File: src/rtl/capture_sequencer.sv
// Run controller for the byte-serial capture path: locks on the frame header, counts
// whole frames, backs off on FIFO full, and supervises the header-search timeout.
module capture_sequencer #(
    parameter int unsigned NFRAME_WIDTH  = 10,
    parameter int unsigned TIMEOUT_WIDTH = 16,
    parameter int unsigned FRAME_BYTES   = 48,
    parameter logic [7:0]  HEADER        = 8'hBC
) (
    input  logic                     clk,
    input  logic                     rst,
    input  logic                     cmd_start,
    input  logic                     cmd_abort,
    input  logic [NFRAME_WIDTH-1:0]  n_frames,
    input  logic [TIMEOUT_WIDTH-1:0] timeout_cycles,
    input  logic [7:0]               t_data,
    input  logic                     fifo_full,
    output logic                     cap_start,
    output logic                     cap_enable,
    output logic                     busy,
    output logic                     done,
    output logic                     err_timeout,
    output logic                     err_lost,
    output logic [NFRAME_WIDTH-1:0]  frame_count
);

    localparam int unsigned BcW = $clog2(FRAME_BYTES);
    localparam logic [BcW-1:0] LastByte = BcW'(FRAME_BYTES - 1);

    typedef enum logic [1:0] {StIdle, StSync, StRun, StPause} state_e;

    state_e                   state_q, state_d;
    logic [NFRAME_WIDTH-1:0]  n_frames_q, n_frames_d;
    logic [TIMEOUT_WIDTH-1:0] timeout_q, timeout_d;
    logic [TIMEOUT_WIDTH-1:0] to_cnt_q, to_cnt_d;
    logic [BcW-1:0]           byte_cnt_q, byte_cnt_d;
    logic [NFRAME_WIDTH-1:0]  frame_count_q, frame_count_d;
    logic                     cap_start_q, cap_start_d;
    logic                     cap_enable_q, cap_enable_d;
    logic                     busy_q, busy_d;
    logic                     done_q, done_d;
    logic                     err_timeout_q, err_timeout_d;
    logic                     err_lost_q, err_lost_d;

    logic [NFRAME_WIDTH-1:0]  frame_inc;
    logic                     last_byte;

    assign frame_inc = frame_count_q + NFRAME_WIDTH'(1);
    assign last_byte = (byte_cnt_q == LastByte);

    always_comb begin
        state_d       = state_q;
        n_frames_d    = n_frames_q;
        timeout_d     = timeout_q;
        to_cnt_d      = to_cnt_q;
        byte_cnt_d    = byte_cnt_q;
        frame_count_d = frame_count_q;
        err_timeout_d = err_timeout_q;
        err_lost_d    = err_lost_q;
        cap_start_d   = 1'b0;
        done_d        = 1'b0;

        unique case (state_q)
            StIdle: begin
                if (cmd_start && !cmd_abort) begin
                    n_frames_d    = n_frames;
                    timeout_d     = timeout_cycles;
                    err_timeout_d = 1'b0;
                    err_lost_d    = 1'b0;
                    frame_count_d = '0;
                    if (n_frames == '0) begin
                        done_d = 1'b1;
                    end else begin
                        state_d  = StSync;
                        to_cnt_d = '0;
                    end
                end
            end
            StSync: begin
                if (cmd_abort) begin
                    state_d = StIdle;
                end else if (t_data == HEADER) begin
                    state_d     = StRun;
                    cap_start_d = 1'b1;
                    byte_cnt_d  = BcW'(1);
                end else if (timeout_q != '0 && to_cnt_q + TIMEOUT_WIDTH'(1) == timeout_q) begin
                    state_d       = StIdle;
                    err_timeout_d = 1'b1;
                    done_d        = 1'b1;
                end else begin
                    to_cnt_d = to_cnt_q + TIMEOUT_WIDTH'(1);
                end
            end
            StRun: begin
                if (cmd_abort) begin
                    state_d = StIdle;
                end else begin
                    byte_cnt_d = last_byte ? '0 : byte_cnt_q + BcW'(1);
                    if (last_byte) begin
                        frame_count_d = frame_inc;
                    end
                    // Completion outranks back-pressure, which outranks the header check.
                    if (last_byte && frame_inc == n_frames_q) begin
                        state_d = StIdle;
                        done_d  = 1'b1;
                    end else if (fifo_full) begin
                        state_d = StPause;
                    end else if (byte_cnt_q == '0 && t_data != HEADER) begin
                        state_d    = StSync;
                        to_cnt_d   = '0;
                        err_lost_d = 1'b1;
                    end
                end
            end
            StPause: begin
                if (cmd_abort) begin
                    state_d = StIdle;
                end else if (!fifo_full) begin
                    state_d  = StSync;
                    to_cnt_d = '0;
                end
            end
            default: state_d = StIdle;
        endcase

        cap_enable_d = (state_d == StRun);
        busy_d       = (state_d != StIdle);
    end

    always_ff @(posedge clk) begin
        if (rst) begin
            state_q       <= StIdle;
            n_frames_q    <= '0;
            timeout_q     <= '0;
            to_cnt_q      <= '0;
            byte_cnt_q    <= '0;
            frame_count_q <= '0;
            cap_start_q   <= 1'b0;
            cap_enable_q  <= 1'b0;
            busy_q        <= 1'b0;
            done_q        <= 1'b0;
            err_timeout_q <= 1'b0;
            err_lost_q    <= 1'b0;
        end else begin
            state_q       <= state_d;
            n_frames_q    <= n_frames_d;
            timeout_q     <= timeout_d;
            to_cnt_q      <= to_cnt_d;
            byte_cnt_q    <= byte_cnt_d;
            frame_count_q <= frame_count_d;
            cap_start_q   <= cap_start_d;
            cap_enable_q  <= cap_enable_d;
            busy_q        <= busy_d;
            done_q        <= done_d;
            err_timeout_q <= err_timeout_d;
            err_lost_q    <= err_lost_d;
        end
    end

    assign cap_start   = cap_start_q;
    assign cap_enable  = cap_enable_q;
    assign busy        = busy_q;
    assign done        = done_q;
    assign err_timeout = err_timeout_q;
    assign err_lost    = err_lost_q;
    assign frame_count = frame_count_q;

endmodule

File: config.mk
export PLATFORM = sky130hd
export DESIGN_NAME = capture_sequencer
export DESIGN_NICKNAME = d
export VERILOG_FILES = /design/src/rtl/capture_sequencer.sv
export SDC_FILE = /design/constraint.sdc
export NUM_CORES = 1
export LEC_CHECK = 0
export BUFFER_PORTS_ARGS = -buffer_cell sky130_fd_sc_hd__buf_2
export CAP_MARGIN = 5
export CORE_MARGIN = 4
export CORE_UTILIZATION = 38
export CTS_CLUSTER_SIZE = 40
export DETAILED_ROUTE_END_ITERATION = 12
export PLACE_DENSITY = 0.58
export REMOVE_ABC_BUFFERS = 1
export SKIP_CTS_REPAIR_TIMING = 1
export SLEW_MARGIN = 20
export SYNTH_ARGS = -nofsm -noshare
export SYNTH_HDL_FRONTEND = slang
export SYNTH_SLANG_ARGS = --single-unit
File: constraint.sdc
create_clock -name clk -period 7.15 [get_ports clk]
set_input_delay 1.0725 -clock clk [delete_from_list [all_inputs] [get_ports clk]]
set_output_delay 1.0725 -clock clk [all_outputs]
set_load 0.005 [all_outputs]
# [After elaboration in Yosys (flattened, before gate mapping)]
# Cells that the tools add are included.
[totals] register_bits=66 latch_bits=0 ramBits=0 rom_bits=0 input_bits=39 out_inout_bits=16 wordCells=111 n_memories=0
[classes] n_addsub=3 n_mul=0 n_div=0 n_lt_le_gt_ge=0 n_eq_ne=23 shift=0 mux=52 bitwise_logic=1 n_reduce_logical=20
[ops] op="$mux 16" count=11
[ops] op="$pmux 16 s4" count=1
[ops] op="$mux 10" count=3
[ops] op="$ne 2x2->1 const B" count=14
[ops] op="$mux 6" count=4
[ops] op="$mux 2" count=11
[ops] op="$pmux 10 s2" count=1
[ops] op="$add 16x1->16 const B" count=1
[ops] op="$eq 16x16->1" count=1
[ops] op="$mux 1" count=16
[ops] op="$reduce_bool 16->1" count=1
[ops] op="$pmux 6 s2" count=1
[ops] op="$reduce_and 11->1" count=1
[ops] op="$add 10x1->10 const B" count=1
[ops] op="$eq 10x10->1" count=1
[ops] op="$logic_not 10->1" count=1
[ops] op="$eq 8x8->1 const B" count=1
[ops] op="$ne 8x8->1 const B" count=1
[ops] op="$pmux 2 s4" count=1
[ops] op="$reduce_and 4->1" count=2
[ops] op="$reduce_bool 2->1" count=4
[ops] op="$add 6x1->6 const B" count=1
[ops] op="$eq 2x2->1 const B" count=3
[ops] op="$eq 6x6->1 const B" count=1
[ops] op="12 further kinds" count=16

# [Depth between registers and ports, before layout]
[logic_depth] ltp_word=8 mapped_depth=11 ltp_nobuf=9

# [Least setup slack after synthesis]
# Ideal clock, no wire load.
[synth_path] path_kind="in2reg" startpoint="in n_frames[3]" endpoint="reg to_cnt_q[14]" setup_time_ns=0.074 t_arrival_ns=2.864 required_ns=7.076 slack_ns=4.212 stages=6 path_buffers=0 path_cell_list="or4_1 -> nor4_1 -> o22a_1 -> nand2_1 -> or3_1 -> a31oi_1"
[synth_between] elab_chain_cells=3
[synth_rtl] element="from (decl)" line="13" rtl="input logic [NFRAME_WIDTH-1:0] n_frames,"
[synth_rtl] element="$logic_not 10->1" line="70" rtl="if (n_frames == '0) begin"
[synth_rtl] element="$ne 2x2->1 (no source line)"
[synth_rtl] element="$reduce_and 11->1 (no source line)"
[synth_rtl] element="to (signal assigned)" line="147" rtl="to_cnt_q <= to_cnt_d;"
[synth_rtl] element="to (decl)" line="34" rtl="logic [TIMEOUT_WIDTH-1:0] to_cnt_q, to_cnt_d;"
# No other way between the ends.
# A chain may end at the register's enable or synchronous reset.

# [Final worst setup path]
[layout_path] startpoint="reg to_cnt_q[0]" endpoint="reg to_cnt_q[2]"
[layout_between] elab_chain_cells=5 elab_cells_between_ends=9 cone_classes="add/sub (1); eq/ne (2); mux (4); reduce/logical (2)"
[layout_rtl] element="$add 16x1->16 *" line="85, 90"
[layout_rtl] element="$eq 16x16->1 / $mux 16 (equally long branches)" line="85" rtl="end else if (timeout_q != '0 && to_cnt_q + TIMEOUT_WIDTH'(1) == timeout_q) begin"
[layout_rtl] element="$logic_and 1x1->1 / $mux 16 (equally long branches)" line="85, 81"
[layout_rtl] element="$ne 2x2->1 (no source line) / $mux 16 (equally long branches)"
[layout_rtl] element="$reduce_and 11->1 (no source line) / $pmux 16 s4 (equally long branches)"
# Mark *: on every way between the ends. The rest lies on a longest branch, timed or not. The select of a mux whose other input is x is not followed.

==> summary.txt <==
Run status: completed
Share of Yosys cell area claimed by the top area cell type: 33.29%
Setup TNS Final: 0 ns
Seq cells post-synth: 66
CTS tree: done
Most common cell in the netlist: nand2_1
Fillers: 1048
First-pass GRT wire length: 17.30 mm
Largest net degree at the start of global routing: 62
Fin crit share: 45.79%
Htree depth: 3
Hold_ws: 0.4727 ns
Antenna viol nets, final: 0
Hold depth: 2
Worst Setup Slack, final: 3.876 ns
Most used DFF post-synth: dfxtp_1
Crit Path Max Fanout: 13
CP max-delay cell: dfxtp_1
DR vias/cell: 5.529
Total Routed Length: 10.50 mm
Fin nets: 597
Clock Skew: 0.007578 ns
Library cells used by synthesis: 71
Slew Limit Fails: 0
CP Cell Sequence: ha_1, nand3_1, o21ai_0, o2111ai_1, a2111oi_4, o2111ai_4, or2_4, a21oi_2, o32ai_1
Synthesized area per cell: 7.662 µm²
Worst Setup End Kind: register
CTS Buf Count: 9
Vias in the first global route: 3577
Tightest Pin Transition: 0.9662 ns
Core Area: 10230 µm²
Grt ovf: 0
Clock tree root buffer cell: clkbuf_8
Setup Viol. Count Final: 0
Final Power: 0.0008512 W
Antenna Diode Count: 0
Die area: 12140 µm²
Post-synthesis sequential area ratio: 33.29%
TritonRoute pass-1 iters: 5
Filler-free cell count of the finished design: 695
Worst Min Path Start: n_frames_q[1]$_SDFFE_PP0P_
Max Buffers Root-to-Sink: 2
Starting density of the core: 38.79%
Worst-skew pair later-pin latency: 0.36 ns
Final hold violations: 0
R2R cell count: 9
Dominant cell type by area after synthesis: dfxtp_1
MaxCap Viol Count: 0
Cell Rows: 37
Req. time, crit path: 7.37 ns
DRC errors left: 0
Die height: 110.2 µm
Asr flop ratio synth: 0%
Worst-path clk slew: 0.08 ns
Power per cell area: 187.9 nW/µm²
Synthesized area: 3969 µm²
Peak VDD IR: 0.1182 mV
Startpoint Class: register
Slew headroom: 35.09%
Reg2reg end: to_cnt_q[2]$_SDFFE_PP0P_
Placed cell count: 679
Crit path arrival time: 3.50 ns
First DRT Iteration DRCs: 190
FF-to-FF setup slack: 3.88 ns
Post-synth EDFFs: 0
Kind of critical path: reg2reg
Unrepaired setup endpoints after global routing: false
Ports: 55
Yosys synthesis warning count: 0
Number of port buffers: 54
Share of cells above drive strength 1: 16.46%
Wire length per cell: 15.11 µm
Max Freq: 305.4 MHz
Vias: 3843
Total track usage: 17.99%
Post-DP HPWL: 7.613 mm
Pre-CTS WS: 3.674 ns
CP max stage delay: 0.54 ns
Clock sink count: 66
Min Clock Period, post-route: 3.274 ns
WHS Endpoint: n_frames_q[1]$_SDFFE_PP0P_
Pleak: 1.569 nW
Worst Hold Class: reg2reg
Top post-synthesis cells by area: dfxtp_1 (33%), nand2_1 (8.3%), a21oi_1 (6.9%)
Die X: 110.2 µm
Initial antenna violation count: 0
RR Startpoint: to_cnt_q[0]$_SDFFE_PP0P_
Final Wtd Congestion: 0.9014
Gate count after technology mapping: 518
Layout area overhead: 14.16%
Synth cell count leaders: nand2_1 (88), dfxtp_1 (66), a21oi_1 (55), nor2_1 (41)
==> where the power goes <==
part	internal (W)	switching, W	total [W]
clock	0.000233	0.000158	0.000391
combinational	0.0000304	0.0000458	0.0000762
sequential	0.000375	0.00000910	0.000384
==> layout by cell type (no fill, tap or decap), types with 2 or more instances in the layout <==
| cell | count |
|---|---|
| nand2_1 | 88 |
| dfxtp_1 | 66 |
| a21oi_1 | 55 |
| buf_2 | 54 |
| nor2_1 | 41 |
| o21ai_0 | 23 |
| xnor2_1 | 23 |
| a31oi_1 | 18 |
| nand3_1 | 17 |
| inv_1 | 14 |
| xor2_1 | 11 |
| nor3_1 | 9 |
| clkbuf_8 | 9 |
| or3_1 | 8 |
| nor4_1 | 8 |
| nand4_1 | 8 |
| or4_1 | 7 |
| nor2b_1 | 5 |
| mux2i_1 | 4 |
| and3_1 | 4 |
| nand2b_1 | 4 |
| nand4b_1 | 4 |
| and4_1 | 4 |
| ha_1 | 4 |
| a21o_1 | 3 |
| a211oi_1 | 3 |
| o311ai_0 | 3 |
| o22ai_1 | 3 |
| bufinv_16 | 3 |
| buf_4 | 3 |
| nor3b_1 | 2 |
| or4b_2 | 2 |
| o22a_1 | 2 |
| a211o_1 | 2 |
| a41oi_1 | 2 |
| or2_2 | 2 |
| a21oi_2 | 2 |
| o41ai_1 | 2 |
| nand3b_1 | 2 |
| clkinv_4 | 2 |
==> per-layer routing <==
metal / wire length [µm] / GRT usage (%) / up-vias
met5: 0 / 0 / -
met4: 199 / 6.245 / 0
met3: 442 / 4.543 / 19
met2: 5103 / 30.59 / 81
met1: 4757 / 22.07 / 1802
li1: - / - / 1941
==> sequential cells by signal, indices dropped and copies added (netlist names) <==
| signal | cells |
|---|---|
| busy | 1 |
| byte_cnt_q | 6 |
| n_frames_q | 10 |
| frame_count | 10 |
| done | 1 |
| cap_start | 1 |
| to_cnt_q | 16 |
| err_lost | 1 |
| cap_enable | 1 |
| timeout_q | 16 |
| state_q | 2 |
| err_timeout | 1 |
==> logic make-up (layout without fill, tap and decap cells) <==
group	count (synthesis)	count (layout)	share of synthesized area (%)
compound gates	135	135	21.97
xor+xnor	35	35	7.913
fa+ha+maj	4	4	1.261
buf+inv	46	87	5.107
flops	66	66	33.29
mux	5	5	1.293
simple gates	227	227	29.16
==> critical path, delay by kind of cell (launching register included) <==
| family | cells | cell delay (ns) |
|---|---|---|
| AOI/OAI and AO/OA | 6 | 1.42 |
| adders and majority gates | 1 | 0.50 |
| DFF | 1 | 0.54 |
| and+or+nand+nor | 2 | 0.67 |
==> through the flow <==
step                      cell area (µm²)  util, %
after floorplan                      3819        -
after global placement               4288    41.91
after detailed placement             4288    41.91
after CTS                            4531    44.28
after global routing                 4531    44.28
final                                4531    44.28
==> worst max-delay path by stage <==
| stage | start | to | slack [ns] | cells after the start |
|---|---|---|---|---|
| CTS | to_cnt_q[0]$_SDFFE_PP0P_ | busy$_SDFF_PP0_ | 3.88 | 9 |
| global route | to_cnt_q[0]$_SDFFE_PP0P_ | to_cnt_q[1]$_SDFFE_PP0P_ | 3.67 | 9 |
| finish | to_cnt_q[0]$_SDFFE_PP0P_ | to_cnt_q[2]$_SDFFE_PP0P_ | 3.88 | 9 |
| global placement | n_frames[3] | to_cnt_q[14]$_SDFFE_PP0P_ | 3.73 | 7 |
| floorplan | cmd_abort | err_timeout$_SDFFE_PP0P_ | 3.53 | 4 |
| detailed placement | t_data[6] | to_cnt_q[14]$_SDFFE_PP0P_ | 3.67 | 9 |
==> final cells by class <==
class	count	area (µm²)	share of cell area, %
Clock buffer	10	127.6	2.817
Clock inverter	6	115.1	2.541
Inverter	14	52.55	1.160
Multi-Input combinational cell	406	2451	54.10
Sequential cell	66	1321	29.16
Tap cell	136	170.2	3.756
Timing Repair Buffer	57	292.8	6.462
No activity file was read; power rests on OpenSTA's default activity.
